<file path="src/rtl/row_packer.sv">
// Packs a stream of DATA_WIDTH results, lane 0 first, into SPAD_DATA_WIDTH scratchpad words
// written to consecutive addresses from a programmed base, with per-lane byte enables.
module row_packer #(
    parameter int SPAD_DATA_WIDTH = 64,
    parameter int DATA_WIDTH      = 8,
    parameter int SPAD_N          = SPAD_DATA_WIDTH / DATA_WIDTH,
    parameter int ADDR_WIDTH      = 8
) (
    input  logic                       i_clk,
    input  logic                       i_rst,
    input  logic                       i_reg_clear,
    input  logic                       i_start,
    input  logic [ADDR_WIDTH-1:0]      i_base_addr,
    input  logic [DATA_WIDTH-1:0]      i_data,
    input  logic                       i_valid,
    output logic                       o_ready,
    input  logic                       i_flush,
    output logic [SPAD_DATA_WIDTH-1:0] o_spad_data,
    output logic [ADDR_WIDTH-1:0]      o_spad_addr,
    output logic [SPAD_N-1:0]          o_spad_be,
    output logic                       o_spad_valid,
    input  logic                       i_spad_ready,
    output logic                       o_busy,
    output logic                       o_done
);

    // state   | meaning
    // IDLE    | waiting for i_start
    // PACK    | accepting elements, emitting full words
    // FLUSH   | emitting any partial word, then finishing
    localparam logic [1:0] ST_IDLE  = 2'd0;
    localparam logic [1:0] ST_PACK  = 2'd1;
    localparam logic [1:0] ST_FLUSH = 2'd2;

    localparam int CNT_W = (SPAD_N > 1) ? $clog2(SPAD_N) : 1;
    localparam logic [CNT_W-1:0] LAST = CNT_W'(SPAD_N - 1);

    logic [1:0]                 state;
    logic [SPAD_DATA_WIDTH-1:0] asm_data;
    logic [SPAD_DATA_WIDTH-1:0] full_word;
    logic [CNT_W-1:0]           cnt;
    logic [ADDR_WIDTH-1:0]      addr;
    logic [SPAD_N-1:0]          flush_be;
    logic                       accept;
    logic                       out_free;

    always_comb begin
        full_word = asm_data;
        full_word[int'(cnt)*DATA_WIDTH +: DATA_WIDTH] = i_data;
    end

    always_comb begin
        flush_be = '0;
        for (int i = 0; i < SPAD_N; i++) begin
            flush_be[i] = (CNT_W'(i) < cnt);
        end
    end

    // Stall only when completing a word would overwrite an undelivered one.
    assign o_ready  = (state == ST_PACK) && !((cnt == LAST) && o_spad_valid && !i_spad_ready);
    assign accept   = i_valid && o_ready;
    assign out_free = !o_spad_valid || i_spad_ready;
    assign o_busy   = (state != ST_IDLE);

    always_ff @(posedge i_clk) begin
        if (i_rst || i_reg_clear) begin
            state        <= ST_IDLE;
            asm_data     <= '0;
            cnt          <= '0;
            addr         <= '0;
            o_spad_data  <= '0;
            o_spad_addr  <= '0;
            o_spad_be    <= '0;
            o_spad_valid <= 1'b0;
            o_done       <= 1'b0;
        end else begin
            o_done <= 1'b0;
            if (o_spad_valid && i_spad_ready) begin
                o_spad_valid <= 1'b0;
            end
            case (state)
                ST_IDLE: begin
                    if (i_start) begin
                        addr     <= i_base_addr;
                        cnt      <= '0;
                        asm_data <= '0;
                        state    <= ST_PACK;
                    end
                end
                ST_PACK: begin
                    if (accept) begin
                        if (cnt == LAST) begin
                            o_spad_data  <= full_word;
                            o_spad_addr  <= addr;
                            o_spad_be    <= '1;
                            o_spad_valid <= 1'b1;
                            addr         <= addr + ADDR_WIDTH'(1);
                            cnt          <= '0;
                            asm_data     <= '0;
                        end else begin
                            asm_data <= full_word;
                            cnt      <= cnt + CNT_W'(1);
                        end
                    end
                    if (i_flush) begin
                        state <= ST_FLUSH;
                    end
                end
                ST_FLUSH: begin
                    if (cnt != '0) begin
                        // Unfilled lanes of asm_data are already zero.
                        if (out_free) begin
                            o_spad_data  <= asm_data;
                            o_spad_addr  <= addr;
                            o_spad_be    <= flush_be;
                            o_spad_valid <= 1'b1;
                            addr         <= addr + ADDR_WIDTH'(1);
                            cnt          <= '0;
                            asm_data     <= '0;
                        end
                    end else if (out_free) begin
                        o_done <= 1'b1;
                        state  <= ST_IDLE;
                    end
                end
                default: state <= ST_IDLE;
            endcase
        end
    end

endmodule

</file>
<file path="config.mk">
export PLATFORM = sky130hd
export DESIGN_NAME = row_packer
export DESIGN_NICKNAME = d
export VERILOG_FILES = /design/src/rtl/row_packer.sv
export SDC_FILE = /design/constraint.sdc
export NUM_CORES = 1
export LEC_CHECK = 0
export BUFFER_PORTS_ARGS = -buffer_cell sky130_fd_sc_hd__buf_2
export CELL_PAD_IN_SITES_DETAIL_PLACEMENT = 1
export CELL_PAD_IN_SITES_GLOBAL_PLACEMENT = 1
export CORE_MARGIN = 2
export CORE_UTILIZATION = 38
export DETAILED_ROUTE_END_ITERATION = 12
export GPL_TIMING_DRIVEN = 0
export PLACE_DENSITY_LB_ADDON = 0.1
export SLEW_MARGIN = 20
export SYNTH_ARGS = -nofsm -noshare
export SYNTH_HDL_FRONTEND = slang
export SYNTH_SLANG_ARGS = --single-unit
</file>
<file path="constraint.sdc">
create_clock -name i_clk -period 4.7 [get_ports i_clk]
set_input_delay 0.47 -clock i_clk [delete_from_list [all_inputs] [get_ports i_clk]]
set_output_delay 0.47 -clock i_clk [all_outputs]
set_load 0.01 [all_outputs]
</file>
==> out/qor.yml, run 1 <==
outcome:
  status: "finished, final reports clean"
yosys:
  yosysSeqAreaShare: 0.484
  synth_cells: 682
  yosys_warnings: 0
  ys_seq_elements: 159
  syn-cell-area_um2: 6580
  postSynthAreaPerCell_um2: 9.64
  synth_fp_nets: 716
  synth.area.top_cells: "dfxtp_1, mux2i_1, a22o_1"
  async_flop_share: 0
  yosys.area.top_type: "dfxtp_1"
  synth_top_area_frac: 0.484
  ys.flop_type: "dfxtp_1"
  yosysUniqueCellTypes: 50
  synth_edf_count: 0
power_and_ir_drop:
  power_density_nw_per_um2: 386
  power.leakage_nw: 3.18
  peakVddDrop_uv: 233
die:
  rows: 48
  die_w_um: 136
  die_h_um: 136
  io_pins: 107
  start_util: 0.384
  core_region_area_um2: 17100
  fp.dieArea_um2: 18400
finish:
  layout_commonest_cell: "dfxtp_1"
  fin_area_um2: 7990
  fin_util: 0.467
  layout_common_cells: "dfxtp_1, buf_2, mux2i_1"
  final_cells: 1044
  n_antenna_cell: 0
  syn2layout_area_growth_pct: 21.6
  nNetsFinal: 841
  drive_gt1_frac: 0.206
timing:
  setup_viol: 0
  period_share: 0.670
  period_minus_slack_ps: 3150
  hold_violations: 0
  worst_pin_slew_ps: 912
  whs_ps: 362
  slew_violations: 0
  fmax_mhz: 318
  grt_setup_unrepaired: "no"
  fin_skew_ps: 8.94
  setup-tns-final_ps: 0
  relSlewSlack: 0.387
route:
  dr.pass1.iters: 4
  first_iter_violations: 305
  wl_per_cell_um: 19.8
  antenna_left: 0
  wl_um: 20600
  drc: 0
  num_vias: 5697
  avgViaCountPerCell: 5.46
worst_setup_path:
  reg2reg_depth: 8
  startpoint_type: "flop"
  endpoint_kind: "flop"
  criticalPathCategory: "reg -> reg"
  critPathMaxFanout: 10
  critPathLaunch: "cnt[0]"
  reg2reg_from: "cnt[0]"
  worstPathArrival_ps: 3470
  required_ps: 5020
clock_network:
  clockBufferDepth: 2
  clkTransAtPathRegs_ps: 60
  ctsHoldBuffers: 0
  cts_root_buf: "clkbuf_16"
  cts_buffers: 17
  post_cts_buffers: 0
  tritoncts: "done"
  insertion_delay_ps: 430
  clock_sinks: 159
  cts_resized: 0
  cts-htree-levels: 4
worst_hold_path:
  holdPathStages: 2
  min_path_type: "in -> reg"
  holdCritStartpoint: "i_data[2]"
global_route:
  first_global_vias: 5968
  grt_pass1_wl_um: 32900
  antenna_found_initial: 0
  track_usage: 0.234
  grt_max_degree: 17
  grt-ovfl-total: 0
placement:
  routabilityCongestion: 0.805
  dpl.hpwl_um: 14900
  dp_cells: 1013
  placed_area_um2: 7390
  port_buffers: 106
run:
  cap_violations: 0
## area by class of cell
cell class / instances / area [um2]
tap: 225 / 282
sequential: 159 / 3180
inverter: 10 / 37.5
timing repair buffer: 106 / 531
fill: 2035 / 9120
buffer: 46 / 193
clock inverter: 10 / 135
multi-input combinational: 467 / 3160
clock buffer: 21 / 470
## state kept, by name (all words and copies together), names as in the netlist
signal,flops
cnt,3
o_spad_be,8
addr,8
state,2
o_spad_data,64
o_done,1
o_spad_valid,1
asm_data,64
o_spad_addr,8
## worst max-delay path: stages, from the launching register on
cell,delay (ps)
dfxtp_1,380
buf_2,250
inv_1,70
ha_1,220
ha_1,270
o21a_4,260
nor3_1,750
a21oi_1,460
a22o_1,360
## logic make-up (layout without fill, tap and decap cells)
logic type	after synthesis	after routing	share of synthesized area
flops	159	159	0.484
simple gates	170	170	0.126
buf+inv	56	193	0.0350
compound gates	225	225	0.241
mux	61	61	0.0931
fa+ha+maj	11	11	0.0209
## through the flow
step           setup slack (ps)  power [W]
3_3_place_gp               1680    0.00167
6_report                   1550    0.00309
2_1_floorplan              2340    0.00157
4_1_cts                    1570    0.00310
5_1_grt                    1320    0.00318
3_5_place_dp               1590    0.00168
## cell usage after synthesis, drive strengths merged, types with 3 or more instances
master   number
a211oi       26
a21oi        57
a22o         40
a311oi       15
and2         12
buf          16
clkbuf       30
dfxtp       159
ha           11
inv          10
mux2i        60
nand2        58
nand3         6
nand3b        3
nor2         64
nor2b         4
nor3          6
o21ai        50
o2bb2ai      24
o32ai         4
or2           3
## power by group
| group | internal [W] | total, W | switching, W |
|---|---|---|---|
| combinational | 0.0000779 | 0.000254 | 0.000176 |
| sequential | 0.00137 | 0.00139 | 0.0000170 |
| clock | 0.000874 | 0.00144 | 0.000569 |
## layer usage
layer / routed length (um) / global-route usage
met5: 0 / 0
met4: 306 / 0.0694
met3: 733 / 0.0430
met2: 9820 / 0.386
met1: 9780 / 0.311
## worst paths after layout
kind,to,slack [ps]
worst min-delay path,asm_data[2],360
worst max-delay path,asm_data[3],1550
worst min register to register,o_spad_addr[3],450
worst max register to register,asm_data[3],1550
Power figures use the tool's default switching activity.
==> inputs of run 2 (changes only) <==
- ABC_AREA: unset -> 1
- CORE_UTILIZATION: 38 -> 37
- clock period: 4.7 -> 2.6 ns (I/O delays scaled with it)
==> run 2 against run 1 <==
Effect of this change:
- area after synthesis rose by 25%
- register-to-register slack got worse by 1400 ps
- clock skew rose by 0.86 ps
==> out/qor.yml, run 2 <==
route:
  wl_um: 29400  # +42%
  num_vias: 8735  # +53%
  antenna_left: 0  # unchanged
  drc: 0  # unchanged
  wl_per_cell_um: 17.2  # -13%
  first_iter_violations: 409  # +34%
  dr.pass1.iters: 5  # +1
  avgViaCountPerCell: 5.12  # -6.2%
yosys:
  synthXorXnorAreaFrac: 0  # unchanged
  async_flop_share: 0  # unchanged
  synth_cells: 1275  # +87%
  synth_top_area_frac: 0.387  # -0.0975
  yosys.area.top_type: "dfxtp_1"
  yosysMostFrequentCell: "nand2_1"
  synth-compound-area-share: 0.0872  # -0.154
  syn-cell-area_um2: 8230  # +25%
  synth_fp_nets: 1309  # +83%
  synth_edf_count: 0  # unchanged
  yosys.area_share.simple: 0.414  # +0.288
  ys.flop_type: "dfxtp_1"
  synth_mux_area_frac: 0.00122  # -0.0918
  synth_fa_ha_area_frac: 0.0167  # -0.00422
  synth_top_family_by_area: "simple AND/OR/NAND/NOR gates"
  yosys_warnings: 0  # unchanged
  ys_top_cells_by_count: "nand2_1, nor2_1, dfxtp_1"
  synth.area.top_cells: "dfxtp_1, nand2_1, nor2_1"
  ys_seq_elements: 159  # unchanged
  yosysUniqueCellTypes: 32  # -36%
  yosysSeqAreaShare: 0.387  # -0.0975
  postSynthAreaPerCell_um2: 6.46  # -33%
worst_setup_path:
  cp_num_buf_inv: 7  # +5
  critPathLaunch: "cnt[0]"
  startpoint_type: "flop"
  endpoint_kind: "flop"
  critPathMaxFanout: 10  # unchanged
  worstSetupPathDepth: 15  # +7
  reg2reg_depth: 15  # +7
  reg2reg_setup_slack_ps: 110  # -1450 ps
  crit_chain: "buf_6 > inv_2 > buf_6 > ha_2 > ha_1 > buf_6 > inv_6 > nor2_4 > buf_12 > buf_4 > nand3_1 > and2_1 > nor2_1 > nor2_1 > nor2_1"
  required_ps: 2980  # -2040 ps
  path_delay_family: "buffers and inverters"
  worstPathArrival_ps: 2870  # -600 ps
  reg2reg_from: "cnt[0]"
  slowest_stage: "dfxtp_1"
  max_stage_delay_ps: 350  # -400 ps
  criticalPathCategory: "reg -> reg"
timing:
  worst_pin_slew_ps: 726  # -186 ps
  slew_violations: 0  # unchanged
  period_minus_slack_ps: 2490  # -654 ps
  fin_skew_ps: 9.80  # +0.863 ps
  hold_violations: 0  # unchanged
  setup_ws_ps: 105  # -1450 ps
  fmax_mhz: 401  # +26%
  setup_viol: 0  # unchanged
  period_share: 0.959  # +0.289
  relSlewSlack: 0.516  # +0.129
global_route:
  grt_max_degree: 17  # unchanged
  grt_use_met1: 0.331  # +0.0199
  met2_usage: 0.401  # +0.0153
  grt_busiest_layer: "met2"
  first_global_vias: 8520  # +43%
  grt-ovfl-total: 0  # unchanged
  grt_use_met3: 0.0320  # -0.0110
  antenna_found_initial: 0  # unchanged
  track_usage: 0.244  # +0.0105
  grt_pass1_wl_um: 45300  # +37%
clock_network:
  insertion_delay_ps: 440  # about the same
  clock_sinks: 159  # unchanged
  cts-htree-levels: 4  # unchanged
  cts_buffers: 17  # unchanged
  clockBufferDepth: 2  # unchanged
  cts_root_buf: "clkbuf_16"
  tritoncts: "done"
  clkTransAtPathRegs_ps: 70  # about the same
power_and_ir_drop:
  total_power_w: 0.00576  # +86%
  power.leakage_nw: 4.20  # +32%
  power_density_nw_per_um2: 579  # +50%
  peakVddDrop_uv: 398  # +71%
die:
  die_h_um: 153  # +13%
  io_pins: 107  # unchanged
  die_w_um: 153  # +13%
  start_util: 0.377  # -0.00689
  rows: 54  # +13%
  fp.dieArea_um2: 23500  # +28%
  core_region_area_um2: 21800  # +27%
outcome:
  status: "finished, final reports clean"
placement:
  dp_cells: 1661  # +64%
  dpl.hpwl_um: 21300  # +43%
  routabilityCongestion: 0.851  # +5.7%
  port_buffers: 106  # unchanged
  post-place-ws_ps: -241  # -1830 ps
finish:
  n_antenna_cell: 0  # unchanged
  multi_input_area_um2: 4360  # +38%
  layout_commonest_cell: "nand2_1"
  layout_common_cells: "nand2_1, nor2_1, dfxtp_1"
  nNetsFinal: 1449  # +72%
  drive_gt1_frac: 0.169  # -0.0373
  final-seq-area_um2: 3180  # unchanged
  final_cells: 1706  # +63%
  reg.largest.list: "asm_data x64, o_spad_data x64"
  nFillCells: 2910  # +43%
  syn2layout_area_growth_pct: 20.7
run:
  cap_violations: 0  # unchanged
worst_hold_path:
  holdCritStartpoint: "i_base_addr[1]"
  min_path_type: "in -> reg"
  holdPathStages: 3  # +1
run 2: cell count changes in the layout (fill, tap and decap cells not counted), sizes merged, moves of 38 or more:
cell,previous run,this run
nand2,58,291
a22o,40,0
buf,122,160
nor2,64,285
nand3,6,124
inv,11,110
mux2i,60,1
run 2: through the flow:
stage | util | setup TNS (ps) | area [um2] | hold WS, ps
2_1_floorplan | - | 0 | 8230 | 447
3_3_place_gp | 0.418 | -5280 | 9110 | 453
3_5_place_dp | 0.418 | -10000 | 9110 | 456
4_1_cts | 0.447 | 0 | 9760 | 126
5_1_grt | 0.455 | -573 | 9940 | 138
6_report | 0.455 | 0 | 9940 | 132
run 2: final timing paths:
| kind | end |
|---|---|
| max | asm_data[32] |
| min | addr[1] |
| max reg2reg | asm_data[32] |
| min reg2reg | o_spad_data[26] |
run 2: where the power goes:
group          switching (W)  leakage [nW]  total [W]  internal (W)
Combinational       0.000557          2.65   0.000785      0.000228
Clock                0.00108         0.258    0.00246       0.00138
Sequential         0.0000330          1.28    0.00251       0.00248
run 2: worst register-to-register path: stages (launching register included):
cell	delay (ps)
dfxtp_1	350
buf_6	120
inv_2	90
buf_6	170
ha_2	200
ha_1	320
buf_6	170
inv_6	80
nor2_4	160
buf_12	130
buf_4	100
nand3_1	130
and2_1	200
nor2_1	100
nor2_1	50
nor2_1	70
run 2: logic make-up after synthesis:
group           Yosys count
simple gates            781
compound gates          143
mux                       1
fa+ha+maj                11
flops                   159
buf+inv                 180
run 2: what timing repair did:
| item | CTS | global route |
|---|---|---|
| cloned | 0 | 1 |
| gates resized for setup | 24 | 29 |
| hold buffers | 0 | 0 |
| buffers inserted | 4 | 10 |
| hold endpoints to repair | 0 | 0 |
| pin swaps | 2 | 4 |
| endpoints found under the setup margin | 104 | 147 |
run 2: layer usage:
metal | vias to the layer above | routed length (um)
met2 | 187 | 13600
met5 | - | 0
met3 | 45 | 1230
met4 | 0 | 714
li1 | 4322 | -
met1 | 4181 | 13900
run 2: cell type report:
type	instances	area share
multi-input combinational	937	0.439
buffer	70	0.0413
tap	280	0.0352
clock inverter	10	0.00906
sequential	159	0.320
inverter	110	0.0423
timing repair buffer	120	0.0660
clock buffer	20	0.0470
